==> config.mk <==
export PLATFORM = sky130hd
export DESIGN_NAME = baccarat_controller_flat
export DESIGN_NICKNAME = d
export VERILOG_FILES = /design/src/rtl/baccarat_controller_if.sv /design/src/rtl/baccarat_controller.sv /design/src/flat_wrapper.sv
export SDC_FILE = /design/constraint.sdc
export NUM_CORES = 1
export LEC_CHECK = 0
export CAP_MARGIN = 20
export CORE_MARGIN = 2
export CORE_UTILIZATION = 48
export CTS_BUF_LIST = sky130_fd_sc_hd__clkbuf_8
export CTS_CLUSTER_SIZE = 40
export DETAILED_ROUTE_END_ITERATION = 7
export GPL_TIMING_DRIVEN = 1
export HOLD_SLACK_MARGIN = 0.15
export PLACE_DENSITY = 0.81
export REMOVE_ABC_BUFFERS = 1
export SETUP_SLACK_MARGIN = 0.2
export SLEW_MARGIN = 20
export SYNTH_ARGS = -nofsm -noshare
export SYNTH_HDL_FRONTEND = slang
export SYNTH_SLANG_ARGS = --single-unit
==> constraint.sdc <==
create_clock -name slow_clock -period 1.89 [get_ports slow_clock]
set_clock_uncertainty 0.15 [all_clocks]
set_input_delay 0.4725 -clock slow_clock [delete_from_list [all_inputs] [get_ports slow_clock]]
set_output_delay 0.4725 -clock slow_clock [all_outputs]
set_load 0.1 [all_outputs]
==> src/rtl/baccarat_controller_if.sv <==
// ============================================================================
// Module     : baccarat_controller_if
// Purpose    : Link between the Baccarat control FSM and the card datapath.
//              Carries the score/third-card feedback from the datapath, the
//              six card load strobes, and the latched game result.
// Modports   : master - the controller (reads scores, drives strobes/result)
//              slave  - the datapath side (drives scores, reads strobes)
// Revision   : 1.0 - initial release
// ============================================================================
`default_nettype none

interface baccarat_controller_if;
  // Datapath -> controller
  logic [3:0] pscore;      // player total 0-9
  logic [3:0] dscore;      // dealer total 0-9
  logic [3:0] pcard3;      // player third-card rank, 0 = none, 1-13 = A..K

  // Controller -> datapath
  logic       load_pcard1;
  logic       load_pcard2;
  logic       load_pcard3;
  logic       load_dcard1;
  logic       load_dcard2;
  logic       load_dcard3;

  // Game result
  logic       player_win;
  logic       dealer_win;
  logic       game_done;

  modport master (
    input  pscore, dscore, pcard3,
    output load_pcard1, load_pcard2, load_pcard3,
    output load_dcard1, load_dcard2, load_dcard3,
    output player_win, dealer_win, game_done
  );

  modport slave (
    output pscore, dscore, pcard3,
    input  load_pcard1, load_pcard2, load_pcard3,
    input  load_dcard1, load_dcard2, load_dcard3,
    input  player_win, dealer_win, game_done
  );
endinterface

`default_nettype wire

==> src/rtl/baccarat_controller.sv <==
// ============================================================================
// Module     : baccarat_controller
// Purpose    : Control FSM for the hardware Baccarat game. Deals the four
//              opening cards, applies the third-card rules for player and
//              dealer, strobes one load per dealt card and latches the result.
// Ports      : slow_clock - system clock, state changes on the rising edge
//              resetb     - asynchronous active-low reset
//              bus        - baccarat_controller_if.master (scores in,
//                           load strobes and result out)
// Revision   : 1.0 - initial release
// ============================================================================
`default_nettype none

module baccarat_controller (
  input  wire logic             slow_clock,
  input  wire logic             resetb,
  baccarat_controller_if.master bus
);

  typedef enum logic [3:0] {
    S_RST  = 4'd0,
    S_P1   = 4'd1,
    S_D1   = 4'd2,
    S_P2   = 4'd3,
    S_D2   = 4'd4,
    S_EVAL = 4'd5,
    S_P3   = 4'd6,
    S_BANK = 4'd7,
    S_D3   = 4'd8,
    S_DONE = 4'd9
  } state_t;

  state_t     r_state;
  state_t     w_next_state;
  logic [3:0] w_pcard3_val;   // Baccarat value of the player's third card
  logic       w_dealer_draws;

  // Face cards and tens count as zero.
  always_comb begin
    w_pcard3_val = (bus.pcard3 >= 4'd10) ? 4'd0 : bus.pcard3;
  end

  // Dealer third-card rule, keyed on the dealer's two-card total and the
  // value of the player's third card.
  always_comb begin
    w_dealer_draws = 1'b0;
    case (bus.dscore)
      4'd0, 4'd1, 4'd2: w_dealer_draws = 1'b1;
      4'd3:             w_dealer_draws = (w_pcard3_val != 4'd8);
      4'd4:             w_dealer_draws = (w_pcard3_val >= 4'd2) && (w_pcard3_val <= 4'd7);
      4'd5:             w_dealer_draws = (w_pcard3_val >= 4'd4) && (w_pcard3_val <= 4'd7);
      4'd6:             w_dealer_draws = (w_pcard3_val == 4'd6) || (w_pcard3_val == 4'd7);
      default:          w_dealer_draws = 1'b0;
    endcase
  end

  always_comb begin
    w_next_state = r_state;
    case (r_state)
      S_RST:  w_next_state = S_P1;
      S_P1:   w_next_state = S_D1;
      S_D1:   w_next_state = S_P2;
      S_P2:   w_next_state = S_D2;
      S_D2:   w_next_state = S_EVAL;
      S_EVAL: begin
        if ((bus.pscore >= 4'd8) || (bus.dscore >= 4'd8)) begin
          w_next_state = S_DONE;                   // natural
        end else if (bus.pscore <= 4'd5) begin
          w_next_state = S_P3;                     // player draws
        end else if (bus.dscore <= 4'd5) begin
          w_next_state = S_D3;                     // player stands, dealer draws
        end else begin
          w_next_state = S_DONE;                   // both stand
        end
      end
      S_P3:   w_next_state = S_BANK;
      S_BANK: w_next_state = w_dealer_draws ? S_D3 : S_DONE;
      S_D3:   w_next_state = S_DONE;
      S_DONE: w_next_state = S_DONE;
      default: w_next_state = S_RST;
    endcase
  end

  // Strobes are decoded from the next state so that each one is a clean
  // register output that is high for exactly the cycle spent in its state.
  always_ff @(posedge slow_clock or negedge resetb) begin
    if (!resetb) begin
      r_state         <= S_RST;
      bus.load_pcard1 <= 1'b0;
      bus.load_pcard2 <= 1'b0;
      bus.load_pcard3 <= 1'b0;
      bus.load_dcard1 <= 1'b0;
      bus.load_dcard2 <= 1'b0;
      bus.load_dcard3 <= 1'b0;
      bus.player_win  <= 1'b0;
      bus.dealer_win  <= 1'b0;
      bus.game_done   <= 1'b0;
    end else begin
      r_state         <= w_next_state;
      bus.load_pcard1 <= (w_next_state == S_P1);
      bus.load_dcard1 <= (w_next_state == S_D1);
      bus.load_pcard2 <= (w_next_state == S_P2);
      bus.load_dcard2 <= (w_next_state == S_D2);
      bus.load_pcard3 <= (w_next_state == S_P3);
      bus.load_dcard3 <= (w_next_state == S_D3);
      // Result is captured once, on the edge that enters S_DONE, from the
      // final totals. A tie is flagged by raising both win bits.
      if ((w_next_state == S_DONE) && (r_state != S_DONE)) begin
        bus.game_done  <= 1'b1;
        bus.player_win <= (bus.pscore >= bus.dscore);
        bus.dealer_win <= (bus.dscore >= bus.pscore);
      end
    end
  end

endmodule

`default_nettype wire

==> src/flat_wrapper.sv <==
// flat-port wrapper written by rule: the top's interface ports become plain ports
module baccarat_controller_flat 
  (slow_clock, resetb, bus_pscore, bus_dscore, bus_pcard3, bus_load_pcard1, bus_load_pcard2, bus_load_pcard3, bus_load_dcard1, bus_load_dcard2, bus_load_dcard3, bus_player_win, bus_dealer_win, bus_game_done);
  baccarat_controller_if bus_i ();
  input  wire logic slow_clock;
  input  wire logic resetb;
  input wire logic [$bits(bus_i.pscore)-1:0] bus_pscore;
  input wire logic [$bits(bus_i.dscore)-1:0] bus_dscore;
  input wire logic [$bits(bus_i.pcard3)-1:0] bus_pcard3;
  output wire logic [$bits(bus_i.load_pcard1)-1:0] bus_load_pcard1;
  output wire logic [$bits(bus_i.load_pcard2)-1:0] bus_load_pcard2;
  output wire logic [$bits(bus_i.load_pcard3)-1:0] bus_load_pcard3;
  output wire logic [$bits(bus_i.load_dcard1)-1:0] bus_load_dcard1;
  output wire logic [$bits(bus_i.load_dcard2)-1:0] bus_load_dcard2;
  output wire logic [$bits(bus_i.load_dcard3)-1:0] bus_load_dcard3;
  output wire logic [$bits(bus_i.player_win)-1:0] bus_player_win;
  output wire logic [$bits(bus_i.dealer_win)-1:0] bus_dealer_win;
  output wire logic [$bits(bus_i.game_done)-1:0] bus_game_done;
  assign bus_i.pscore = bus_pscore;
  assign bus_i.dscore = bus_dscore;
  assign bus_i.pcard3 = bus_pcard3;
  assign bus_load_pcard1 = bus_i.load_pcard1;
  assign bus_load_pcard2 = bus_i.load_pcard2;
  assign bus_load_pcard3 = bus_i.load_pcard3;
  assign bus_load_dcard1 = bus_i.load_dcard1;
  assign bus_load_dcard2 = bus_i.load_dcard2;
  assign bus_load_dcard3 = bus_i.load_dcard3;
  assign bus_player_win = bus_i.player_win;
  assign bus_dealer_win = bus_i.dealer_win;
  assign bus_game_done = bus_i.game_done;
  baccarat_controller u_core (.slow_clock(slow_clock), .resetb(resetb), .bus(bus_i));
endmodule
==> flow_metrics.py, run 1 <==
metrics = {
    "outcome": {
        "status": "finished with violations",
        "violations": "setup timing",
    },
    "synth": {
        "synthSimpleGateAreaFrac": 0.184,
        "yosysMostFrequentCell": "dfrtp_1",
        "synthDistinctLibCells": 33,
        "synth_top_family_by_area": "compound AO/OA/AOI/OAI gates",
        "synthTopCellsByCount": "dfrtp_1 (13), inv_1 (8), ha_1 (4), nor2_1 (4)",
        "yosysWarnings": 0,
        "synth_compound_area_frac": 0.229,
        "avgSynthCellArea_um2": 10.7,
        "ys_ff_latch": 13,
        "synth_top_area_frac": 0.417,
        "synthXorXnorAreaFrac": 0,
        "synth_adder_area_share": 0.0641,
        "syn_area_um2": 781,
        "synthTopCellsByArea": "dfrtp_1 (42%), ha_1 (6.4%), inv_1 (3.8%), mux2_4 (3.8%), a2111oi_4 (3.5%)",
        "synth_cells": 73,
        "synth_mux_area_frac": 0.0385,
        "yosysSeqAreaShare": 0.417,
        "synth_edf_count": 0,
        "post-synth-top-area-cell": "dfrtp_1",
        "ys_async_sr_fraction": 1.00,
        "yosys_most_used_dff": "dfrtp_1",
    },
    "floorplan": {
        "initial_core_util": 0.512,
        "num_rows": 14,
        "die_area_um2": 1970,
        "die-width_um": 44.3,
        "dieHeight_um": 44.3,
        "num_io_pins": 23,
        "core_um2": 1520,
    },
    "clock_tree": {
        "htree_levels": 1,
        "cts_sinks": 13,
        "clk_latency_ps": 250,
        "cts.path.max_buffers": 2,
        "cts_tree": "done",
        "numCtsBuffers": 3,
        "cts_root_buf": "clkbuf_8",
        "clk_pin_slew_ps": 60,
        "cts_hold_buffers": 0,
    },
    "cells_and_area": {
        "final_layout_size_suffix_gt1_frac": 0.536,
        "postLayoutCellArea_um2": 1300,
        "syn_to_final_growth_pct": 66.7,
        "n_fill_cell": 82,
        "multi_input_area_um2": 478,
        "diodes": 0,
        "seqCellArea_um2": 325,
        "instances_no_fill": 126,
        "fin_nets": 129,
    },
    "sta": {
        "setup_slack_ps": -78.1,
        "period_share": 1.04,
        "slew-limit-headroom": 0.604,
        "fin_hold_ws_ps": 398,
        "final-setup-viol-count": 2,
        "period_minus_slack_ps": 1970,
        "max_freq_ghz": 0.508,
        "hold_viol_final": 0,
        "tightest_slew_ps": 592,
        "rsz0062_at_grt": "true",
        "drv_slew": 0,
    },
    "pwr": {
        "leakage_nw": 0.609,
        "power_mw": 2.16,
        "power_density_nw_per_um2": 1660,
        "ir_worst_vdd_mv": 1.13,
    },
    "setup_path": {
        "worstSetupPathType": "input pin to flip-flop",
        "crit_chain": "buf_8, inv_4, ha_4, nor2b_4, o21a_1, o21a_1, or3b_1, mux2_4",
        "cp_max_fo": 2,
        "cpPeakStageDelay_ps": 380,
        "arrival_ps": 1950,
        "required_ps": 1870,
        "cp-start-kind": "input pin",
        "crit_top_cell": "o21a_1",
        "crit_path_end_kind": "flip-flop",
        "cp_slowest_cell": "or3b_1",
    },
    "route": {
        "routed_wl_um": 2210,
        "initialDrtViolationCount": 23,
        "dr.pass1.iters": 4,
        "antenna_left": 0,
        "via_count": 762,
        "vias_per_cell": 6.05,
        "drc": 0,
        "wl_per_cell_um": 17.5,
    },
    "global_routing": {
        "antenna_found_initial": 0,
        "grt_max_degree": 14,
        "track_usage": 0.246,
        "grt.overflow.total": 0,
        "grt_pass1_vias": 755,
        "grt_pass1_wl_um": 3220,
    },
    "placement": {
        "dp_slack_ps": -817,
        "io_buffer_count": 22,
        "hpwl_um": 1410,
        "postPlaceCellArea_um2": 1160,
        "place_congestion": 0.730,
        "numPlacedInstances": 117,
    },
    "flow_run": {
        "maxCapViolCount": 0,
    },
    "worst_hold_path": {
        "min_path_type": "flip-flop to flip-flop",
    },
}
cells by family (layout without fill, tap and decap cells):
kind of cell | after synthesis | count (layout)
fa+ha+maj | 4 | 4
compound gates | 17 | 17
flops | 13 | 13
mux | 2 | 2
buf+inv | 12 | 49
simple gates | 25 | 25
worst max-delay path: cells and delay by family:
kind / cells / cell delay (ps)
and+or+nand+nor: 2 / 500
buffers and inverters: 2 / 150
adders and majority gates: 1 / 190
muxes: 1 / 280
AOI/OAI and AO/OA: 2 / 360
cell usage in the layout (no fill, tap or decap), drive strengths merged, types with 2 or more instances in the layout:
master	instances
a21oi	3
buf	28
clkbuf	9
dfrtp	13
ha	4
inv	8
mux2	2
nand2	3
nand2b	2
nor2	4
nor2b	2
nor3	3
nor4b	2
o21a	3
o21ai	3
o311ai	2
or2	2
power breakdown:
| part | total [mW] | switching, mW | internal, mW |
|---|---|---|---|
| clock | 0.253 | 0.107 | 0.146 |
| combinational | 1.39 | 0.825 | 0.563 |
| sequential | 0.518 | 0.135 | 0.384 |
| total | 2.16 | 1.07 | 1.09 |
worst paths after layout:
kind | from | to | slack (ps) | cells after the start
worst max-delay path | bus_dscore[1] | u_core.bus.player_win | -80 | 8
worst min-delay path | u_core.bus.game_done | u_core.bus.game_done | 400 | 1
worst max register to register | u_core.r_state[2] | u_core.bus.player_win | 90 | 5
worst min register to register | u_core.bus.game_done | u_core.bus.game_done | 400 | 1
max in group asynchronous | resetb | u_core.bus.load_pcard2 | 750 | 1
min in group asynchronous | resetb | u_core.bus.load_dcard3 | 450 | 1
registers in the layout, summed over array words and instances (netlist names):
signal and flops:
u_core.bus.load_dcard1 1, u_core.bus.game_done 1, u_core.bus.load_pcard3 1, u_core.bus.load_dcard2 1, u_core.bus.dealer_win 1, u_core.bus.player_win 1, u_core.bus.load_pcard2 1, u_core.bus.load_pcard1 1
u_core.r_state 4, u_core.bus.load_dcard3 1
repair_timing:
item	CTS	global route
setup endpoints to repair	6	5
pin swaps	14	10
setup buffers	2	3
resized for setup	40	21
cloned	0	0
cell type report:
cell class | count | share of cell area
Clock buffer | 3 | 0.0317
Clock inverter | 1 | 0.00385
Inverter | 8 | 0.0250
Multi-Input combinational cell | 48 | 0.367
Sequential cell | 13 | 0.250
Tap cell | 16 | 0.0154
Timing Repair Buffer | 37 | 0.307
per-layer routing:
| metal | up-vias | wire length (um) | part of all wire | track usage |
|---|---|---|---|---|
| met5 | - | 0 | 0 | 0 |
| met4 | 0 | 165 | 0.075 | 0.242 |
| met3 | 18 | 136 | 0.062 | 0.0367 |
| met2 | 56 | 1130 | 0.51 | 0.444 |
| met1 | 354 | 771 | 0.35 | 0.229 |
| li1 | 334 | - | - | - |
metrics by stage:
stage | setup TNS [ps] | utilization
final | -121 | 0.854
after floorplan | -195 | -
after global routing | -164 | 0.854
after global placement | -2270 | 0.764
after CTS | -120 | 0.843
after detailed placement | -2790 | 0.764
No activity file was read; power rests on OpenSTA's default activity.
==> run 2, diff against run 1 <==
Settings changed: CTS_CLUSTER_SIZE 40 to 16.
==> results of run 2 <==
No change in the layout: final DEF, timing and power equal those of run 1.
